### src/rtl/cdc_hs_tx_pkg.sv
// Shared definitions for the source side of the 2-phase CDC handshake.
package cdc_hs_tx_pkg;

    typedef enum logic {
        StIdle    = 1'b0,
        StWaitAck = 1'b1
    } tx_state_e;

    localparam int unsigned DefaultDataWidth = 8;
    localparam int unsigned DefaultNumStages = 2;

endpackage

### src/rtl/cdc_ack_sync.sv
// Multi-flop synchronizer that brings the destination's acknowledge level into the source clock.
module cdc_ack_sync #(
    parameter int unsigned NUM_STAGES = 2
) (
    input  logic CLK,
    input  logic RST,
    input  logic ack_i,
    output logic ack_s_o
);

    logic [NUM_STAGES-1:0] sync_q;

    always_ff @(posedge CLK or negedge RST) begin
        if (!RST) begin
            sync_q <= '0;
        end else begin
            sync_q <= {sync_q[NUM_STAGES-2:0], ack_i};
        end
    end

    assign ack_s_o = sync_q[NUM_STAGES-1];

endmodule

### src/rtl/cdc_hs_tx.sv
// Source side of a 2-phase (toggle) request/acknowledge handshake carrying one word per transfer.
module cdc_hs_tx
    import cdc_hs_tx_pkg::*;
#(
    parameter int unsigned DATA_WIDTH = DefaultDataWidth,
    parameter int unsigned NUM_STAGES = DefaultNumStages
) (
    input  logic                  CLK,
    input  logic                  RST,
    input  logic [DATA_WIDTH-1:0] SRC_DATA,
    input  logic                  SRC_VALID,
    output logic                  SRC_READY,
    output logic [DATA_WIDTH-1:0] TX_DATA,
    output logic                  TX_REQ,
    input  logic                  RX_ACK,
    output logic                  DONE,
    output logic                  PROTO_ERR
);

    tx_state_e             state_q;
    logic [DATA_WIDTH-1:0] tx_data_q;
    logic                  tx_req_q;
    logic                  done_q;
    logic                  proto_err_q;
    logic                  ack_s;

    cdc_ack_sync #(
        .NUM_STAGES(NUM_STAGES)
    ) u_ack_sync (
        .CLK    (CLK),
        .RST    (RST),
        .ack_i  (RX_ACK),
        .ack_s_o(ack_s)
    );

    // A transfer is complete once the synchronized ack level catches up with the request level.
    always_ff @(posedge CLK or negedge RST) begin
        if (!RST) begin
            state_q     <= StIdle;
            tx_data_q   <= '0;
            tx_req_q    <= 1'b0;
            done_q      <= 1'b0;
            proto_err_q <= 1'b0;
        end else begin
            done_q <= 1'b0;
            unique case (state_q)
                StIdle: begin
                    if (ack_s != tx_req_q) begin
                        proto_err_q <= 1'b1;
                    end
                    if (SRC_VALID) begin
                        tx_data_q <= SRC_DATA;
                        tx_req_q  <= ~tx_req_q;
                        state_q   <= StWaitAck;
                    end
                end
                StWaitAck: begin
                    if (ack_s == tx_req_q) begin
                        state_q <= StIdle;
                        done_q  <= 1'b1;
                    end
                end
            endcase
        end
    end

    assign SRC_READY = (state_q == StIdle);
    assign TX_DATA   = tx_data_q;
    assign TX_REQ    = tx_req_q;
    assign DONE      = done_q;
    assign PROTO_ERR = proto_err_q;

endmodule

### config.mk
export PLATFORM = sky130hd
export DESIGN_NAME = cdc_hs_tx
export DESIGN_NICKNAME = d
export VERILOG_FILES = /design/src/rtl/cdc_hs_tx_pkg.sv /design/src/rtl/cdc_ack_sync.sv /design/src/rtl/cdc_hs_tx.sv
export SDC_FILE = /design/constraint.sdc
export NUM_CORES = 1
export LEC_CHECK = 0
export CAP_MARGIN = 20
export CORE_UTILIZATION = 41
export CTS_BUF_LIST = sky130_fd_sc_hd__clkbuf_8
export CTS_CLUSTER_DIAMETER = 200
export CTS_CLUSTER_SIZE = 24
export DETAILED_ROUTE_END_ITERATION = 8
export PLACE_DENSITY_LB_ADDON = 0.3
export SLEW_MARGIN = 5
export SYNTH_ARGS = -nofsm -noshare
export SYNTH_HDL_FRONTEND = slang
export SYNTH_HIERARCHICAL = 1
export SYNTH_SLANG_ARGS = --single-unit
### constraint.sdc
create_clock -name CLK -period 1.6 [get_ports CLK]
set_clock_uncertainty 0.1 [all_clocks]
set_input_delay 0.32 -clock CLK [delete_from_list [all_inputs] [get_ports CLK]]
set_output_delay 0.32 -clock CLK [all_outputs]
set_load 0.02 [all_outputs]
==> out/metrics.sh, run 1 <==
CTS_BUFFERS=3
DIE_SPAN_Y_MICRONS=38.0
YS_SEQ_ELEMENTS=14
NUMBER_OF_GLOBAL_ROUTE_VIAS_BEFORE_REPAIR=408
DRV.MAX_CAP_VIOLATION_COUNT=0
CLOCK-ROOT-BUFFER='clkbuf_8'
INITIAL_ANTENNA_VIOLATION_COUNT=0
MAX_FREQ_MHz=675
HOLD_PATH_STARTPOINT='u_ack_sync/sync_q[0]'
P_PER_AREA_nW_PER_UM2=1980
SYNTH.CELL_AREA_SQ_UM=532
POWER.STATIC_LEAKAGE_nW=0.395
FINAL_COMMON_CELL='dfrtp_1'
WORST_R2R_PATH_DEPTH=3
WORST_EP_ARRIVAL_TIME_NS=1.06
CLOCKBUFFERDEPTH=2
SYNTH.AVG_CELL_AREA_SQ_UM=17.2
POSTSYNTHCELLCOUNT=31
WORST_SETUP_HOLD_PATH_CLK_SLEW_NS=0.06
CRIT-REG2REG-LAUNCH='state_q'
YOSYSWARNINGS=6
FINALHOLDVIOLCOUNT=0
HTREEDEPTH=1
POSTSYNTHNETCOUNT=43
END_KIND='primary output'
FRACTION_OF_FINAL_LAYOUT_CELLS_SIZED_BEYOND_DRIVE_STRENGTH_1_PCT=25.0
N_FILL_CELL=83
CLK_LATENCY_NS=0.24
MIN-DELAY-PATH-CLASS='reg2reg'
R2R_SETUP_SLACK_NS=0.26
REPORT.FINAL.SLEW_VIOL_COUNT=0
DIEWIDTH_MICRONS=38.0
POWER_W=0.00165
VIAS_PER_CELL=4.74
POSTROUTEWIRELENGTH_MICRONS=1110
VIA_COUNT=351
LAYOUT-AREA-OVERHEAD-VS-SYNTH_PCT=56.2
GR-USAGE-ALL-LAYERS_PCT=19.9
STARTPOINT_TYPE='flop'
DETAILEDROUTE.FIRSTPASSITERATIONCOUNT=2
HOLD_DEPTH=0
CTS.SINK_COUNT=14
GRT_START_MAX_NET_PINS=15
TIMING.FINAL.CRIT_SHARE_PCT=92.6
CTS_HOLD_BUFFERS=0
IOPINCOUNT=24
WHS_ENDPOINT='u_ack_sync/sync_q[1]'
SETUP-TNS-FINAL_NS=0
MOST_FREQUENT_CELLS_IN_THE_LAYOUT='dfrtp_1, dlygate4sd2_1, clkdlybuf4s50_1'
COUNT_OF_ANTENNA_DIODES_IN_THE_LAYOUT=0
YOSYS.CELL_TYPES.COUNT=11
RSZ0062_AT_GRT='no'
TRITONCTS='yes'
GLOBAL_ROUTE_WIRE_LENGTH_BEFORE_REPAIR_MICRONS=1820
SYNTH-SEQ-AREA-SHARE_PCT=65.9
NUM-NETS-FINAL=73
INITIAL_UTILIZATION_PCT=46.0
STATUS='finished clean'
ROUTEDWLPERCELL_MICRONS=15.0
VDD.IR_DROP.WORST_uV=1100
PATH_CLASS='reg2out'
TIMING.FINAL.CRIT_PERIOD_NS=1.48
COUNT_OF_PLACED_STANDARD_CELLS_IN_THE_FINAL_LAYOUT_FILLERS_LEFT_OUT=74
OVERFLOW=0
TIMING.SLEW.HEADROOM_PCT=84.3
DRT_DRC_VIOLATIONS_LEFT=0
CELL_TOTAL_AFTER_PLACEMENT=70
CRITICAL_PATH_PEAK_FANOUT=6
HOLD_WS_NS=0.260
R2R-END='TX_DATA[4]'
REPORT.FINAL.SETUP_VIOL=0
ANTENNA_VIOLATING_NETS_REMAINING=0
DETAILEDROUTE.FIRSTITERATIONVIOLATIONS=1
CORE-AREA_SQ_UM=1160
DIE_AREA_SQ_UM=1450
TIGHTESTPINTRANSITION_NS=0.234
DP_HPWL_MICRONS=865
PLACE.PORT_BUFFERS=23
CP_DATA_REQUIRED_TIME_NS=1.18
PLACER_CONGESTION_ESTIMATE=0.635
FP-ROW-COUNT=12
## how the worst max path moves through the flow
| stage | start | to | slack, ns | cells past startpoint |
|---|---|---|---|---|
| global route | state_q | SRC_READY | 0.06 | 2 |
| finish | state_q | SRC_READY | 0.12 | 2 |
| CTS | state_q | SRC_READY | 0.11 | 2 |
| detailed placement | SRC_VALID | TX_DATA[0] | -0.12 | 4 |
| global placement | SRC_VALID | TX_DATA[7] | -0.05 | 4 |
| floorplan | state_q | TX_DATA[0] | 0.38 | 3 |
## power by group
part	internal, W	switching (W)
Combinational	0.000362	0.000348
Clock	0.000218	0.000121
Sequential	0.000499	0.0000978
Total	0.00108	0.000567
## synth_stat cells
library cell / n / share of area [%]
a21oi_1: 1 / 0.94
and2_1: 1 / 1.2
buf_6: 1 / 2.1
dfrtp_1: 14 / 66
inv_1: 1 / 0.71
mux2_4: 8 / 23
nor2_1: 1 / 0.71
nor2b_1: 1 / 1.2
o21bai_1: 1 / 1.4
xnor2_1: 1 / 1.6
xor2_1: 1 / 1.6
## sequential cells by signal, summed over array words and instances (netlist names)
register,count
TX_DATA,8
u_ack_sync/sync_q,2
DONE,1
PROTO_ERR,1
TX_REQ,1
state_q,1
## critical path: stages (launching register included)
cell	delay, ns
dfrtp_1	0.43
inv_1	0.06
dlygate4sd2_1	0.33
## repair_timing
item,CTS,global route
endpoints found under the setup margin,12,0
resized for setup,12,0
setup buffers,0,0
## cell families (layout without fill, tap and decap cells)
family	Yosys count	after routing	synth area share, %
compound gates	2	2	2.35
mux	8	8	22.6
buf+inv	2	31	2.82
flops	14	14	65.9
xor+xnor	2	2	3.29
simple gates	3	3	3.06
## layout make-up
| type | count | area, sq um | area share [%] |
|---|---|---|---|
| well taps | 14 | 17.5 | 2.11 |
| clock buffers | 4 | 55.1 | 6.63 |
| multi-input cells | 15 | 166 | 20.0 |
| inverters | 1 | 3.75 | 0.452 |
| flip-flops and latches | 14 | 350 | 42.2 |
| repair buffers | 26 | 238 | 28.6 |
## per-layer routing
| layer | vias up | GRT usage [%] | part of all wire [%] |
|---|---|---|---|
| met5 | - | 0 | 0 |
| met4 | 0 | 5.36 | 0 |
| met3 | 0 | 8.72 | 6.0 |
| met2 | 18 | 37.5 | 57 |
| met1 | 175 | 19.5 | 37 |
| li1 | 158 | - | - |
## stage by stage
stage	cell area [sq um]	setup slack [ns]	util, %
6_report	831	0.118	71.9
5_1_grt	831	0.0579	71.9
3_5_place_dp	791	-0.120	68.4
3_3_place_gp	791	-0.0509	68.4
2_1_floorplan	532	0.377	-
4_1_cts	831	0.108	71.9
(Power assumes the default switching activity.)
==> run 2, diff against run 1 <==
Settings changed: CORE_UTILIZATION 41 to 37.
Clock period 1.6 ns to 1.35 ns, I/O delays scaled along.
==> run 2 against run 1 <==
Net effect: non-clock buffer count grew 3; sequential cell count is the same; hold slack lost 0.036 ns; largest power group unchanged; highest routed layer is now met4; cell count grew 5.4%.
==> out/metrics.sh, run 2 (same netlist as run 1, synthesis figures left out) <==
END_KIND='primary output'
FINAL_COMMON_CELL='dfrtp_1'
CLOCK-ROOT-BUFFER='clkbuf_8'
VIAS_PER_CELL=4.59  # -3.2%
HTREEDEPTH=1  # unchanged
CLOCKBUFFERDEPTH=2  # unchanged
POSTROUTEWIRELENGTH_MICRONS=890  # -20%
HOLD_WS_NS=0.224  # -0.0359 ns
LARGEST_REGISTER_FFS=8  # unchanged
POWER.STATIC_LEAKAGE_nW=0.425  # +7.5%
FRACTION_OF_FINAL_LAYOUT_CELLS_SIZED_BEYOND_DRIVE_STRENGTH_1_PCT=31.7  # +6.7 points
CP_SLOWEST_STAGE_DELAY_NS=0.38  # -0.05 ns
PLACER_CONGESTION_ESTIMATE=0.729  # +15%
GRT_START_MAX_NET_PINS=15  # unchanged
PATH_DEPTH=1  # -1
REPORT.FINAL.SLEW_VIOL_COUNT=0  # unchanged
CRIT_FAMILY='flip-flops'
WORST_SETUP_HOLD_PATH_CLK_SLEW_NS=0.06  # about the same
N_FILL_CELL=104  # +25%
TRITONCTS='yes'
DIE_AREA_SQ_UM=1590  # +10%
DETAILEDROUTE.FIRSTITERATIONVIOLATIONS=4  # +3
RSZ0062_AT_GRT='no'
DRV.MAX_CAP_VIOLATION_COUNT=0  # unchanged
P_PER_AREA_nW_PER_UM2=2300  # +16%
MOST_FREQUENT_CELLS_IN_THE_LAYOUT='dfrtp_1, clkdlybuf4s50_1, dlygate4sd2_1'
CTS_BUFFERS=3  # unchanged
FINAL_UTIL_PCT=66.3  # -5.6 points
CLK_LATENCY_NS=0.24  # about the same
POWER.SHARE.CLOCK_PCT=19.9  # -0.7 points
NUM-NETS-FINAL=76  # +4.1%
STARTPOINT_TYPE='flop'
PATH_CLASS='reg2out'
GR-USAGE-ALL-LAYERS_PCT=15.4  # -4.5 points
ANTENNA_VIOLATING_NETS_REMAINING=0  # unchanged
CTS.SINK_COUNT=14  # unchanged
CRITICAL_PATH_PEAK_FANOUT=2  # -4
STATUS='finished clean'
DIE_SPAN_Y_MICRONS=39.9  # +5.0%
OVERFLOW=0  # unchanged
CRITPATHSLOWESTCELL='dfrtp_1'
COUNT_OF_ANTENNA_DIODES_IN_THE_LAYOUT=0  # unchanged
WORST_EP_ARRIVAL_TIME_NS=0.94  # -0.12 ns
POWER.INTERNAL_W=0.00135  # +25%
HOLD_DEPTH=3  # +3
INITIAL_UTILIZATION_PCT=40.4  # -5.6 points
FINALHOLDVIOLCOUNT=0  # unchanged
SETUP-TNS-FINAL_NS=0  # unchanged
CTS_HOLD_BUFFERS=0  # unchanged
VIA_COUNT=358  # +2.0%
P_SW_W=0.000656  # +16%
REPORT.FINAL.SETUP_VIOL=0  # unchanged
TIMING.FINAL.CRIT_PERIOD_NS=1.31
TIMING.FINAL.CRIT_SHARE_PCT=97.4
PLACE.PORT_BUFFERS=23  # unchanged
NUMBER_OF_GLOBAL_ROUTE_VIAS_BEFORE_REPAIR=353  # -13%
LAYOUT-AREA-OVERHEAD-VS-SYNTH_PCT=64.2
CP_DATA_REQUIRED_TIME_NS=0.98  # -0.20 ns
WORST_R2R_PATH_DEPTH=4  # +1
ROUTEDWLPERCELL_MICRONS=11.4  # -24%
MAX_FREQ_MHz=761
TIGHTESTPINTRANSITION_NS=0.242  # +0.00826 ns
WORSTPATHCELLLIST='dlygate4sd2_1'
IOPINCOUNT=24  # unchanged
DRT_DRC_VIOLATIONS_LEFT=0  # unchanged
CP_BUF_INV_COUNT=1  # -1
INITIAL_ANTENNA_VIOLATION_COUNT=0  # unchanged
GLOBAL_ROUTE_WIRE_LENGTH_BEFORE_REPAIR_MICRONS=1510  # -17%
POWER.COMBINATIONAL.FRACTION_PCT=46.5  # +3.4 points
DETAILEDROUTE.FIRSTPASSITERATIONCOUNT=2  # unchanged
TIMING.SLEW.HEADROOM_PCT=83.7  # -0.55 points
FP-ROW-COUNT=13  # +1
CORE-AREA_SQ_UM=1320  # +14%
VDD.IR_DROP.WORST_uV=1230  # +12%
DIEWIDTH_MICRONS=39.9  # +5.0%
DP_HPWL_MICRONS=622  # -28%
POWER_FRAC_SEQ_PCT=33.6  # -2.7 points
NETSWITCHINGFRACTION_PCT=32.7  # -1.8 points
MIN-DELAY-PATH-CLASS='in2reg'
## run 2: cell count changes in the layout (fill, tap and decap cells not counted), sizes merged
cell and change:
buf +3, dlygate4sd2 -2, clkbuf +1, clkdlybuf4s15 +1, clkdlybuf4s50 -1, dlymetal6s2s +1
## run 2: final timing paths
kind / from / to / slack, ns
setup / recovery: TX_DATA[0] / TX_DATA[0] / 0.04
hold / removal: SRC_VALID / state_q / 0.22
setup reg to reg: state_q / TX_DATA[6] / 0.05
hold reg to reg: u_ack_sync/sync_q[0] / u_ack_sync/sync_q[1] / 0.25
max in group asynchronous: RST / TX_DATA[5] / 0.74
min in group asynchronous: RST / PROTO_ERR / 0.25
## run 2: layout make-up
type | count | area [sq um] | share of cell area [%]
sequential | 14 | 350 | 40.1
tap | 15 | 18.8 | 2.15
inverter | 1 | 3.75 | 0.430
multi-input combinational | 15 | 174 | 19.9
timing repair buffer | 29 | 272 | 31.1
clock buffer | 4 | 55.1 | 6.30
## run 2: per-stage QoR
stage                     cell area, sq um  total power (W)  cells  setup WS, ns
after global placement                 807          0.00168     73        -0.264
final                                  873          0.00201     78        0.0352
after global routing                   873          0.00213     78       0.00104
after detailed placement               807          0.00169     73        -0.294
after floorplan                        532          0.00122     31         0.127
after CTS                              858          0.00200     78       0.00276
## run 2: worst register-to-register path: cells and delay by family, from the launching register on
family | cells | cell delay (ns)
simple gates | 1 | 0.12
mux | 1 | 0.30
flops | 1 | 0.39
buf+inv | 2 | 0.28
## run 2: repair_timing
action,in CTS,in global routing
resized for setup,14,7
setup buffers,1,0
cloned,0,0
endpoints found under the setup margin,20,10
## run 2: per-layer routing
metal / up-vias / share of wire [%] / track usage (%)
li1: 167 / - / -
met5: - / 0 / 0
met3: 5 / 8.9 / 6.82
met1: 168 / 44 / 20.5
met4: 0 / 1.9 / 7.76
met2: 18 / 45 / 21.0
## run 2: power groups by stage
stage / Clock [W] / Sequential (W) / Combinational, W
2_1_floorplan: 0 / 0.000885 / 0.000338
3_3_place_gp: 0 / 0.000681 / 0.00100
3_5_place_dp: 0 / 0.000679 / 0.00101
4_1_cts: 0.000415 / 0.000673 / 0.000910
5_1_grt: 0.000435 / 0.000693 / 0.00100
6_report: 0.000399 / 0.000674 / 0.000933
==> run 3, diff against run 2 <==
Settings changed: CAP_MARGIN 20 to 10.
==> results of run 3 <==
The final DEF is identical to that of run 2; final timing and power are the same.
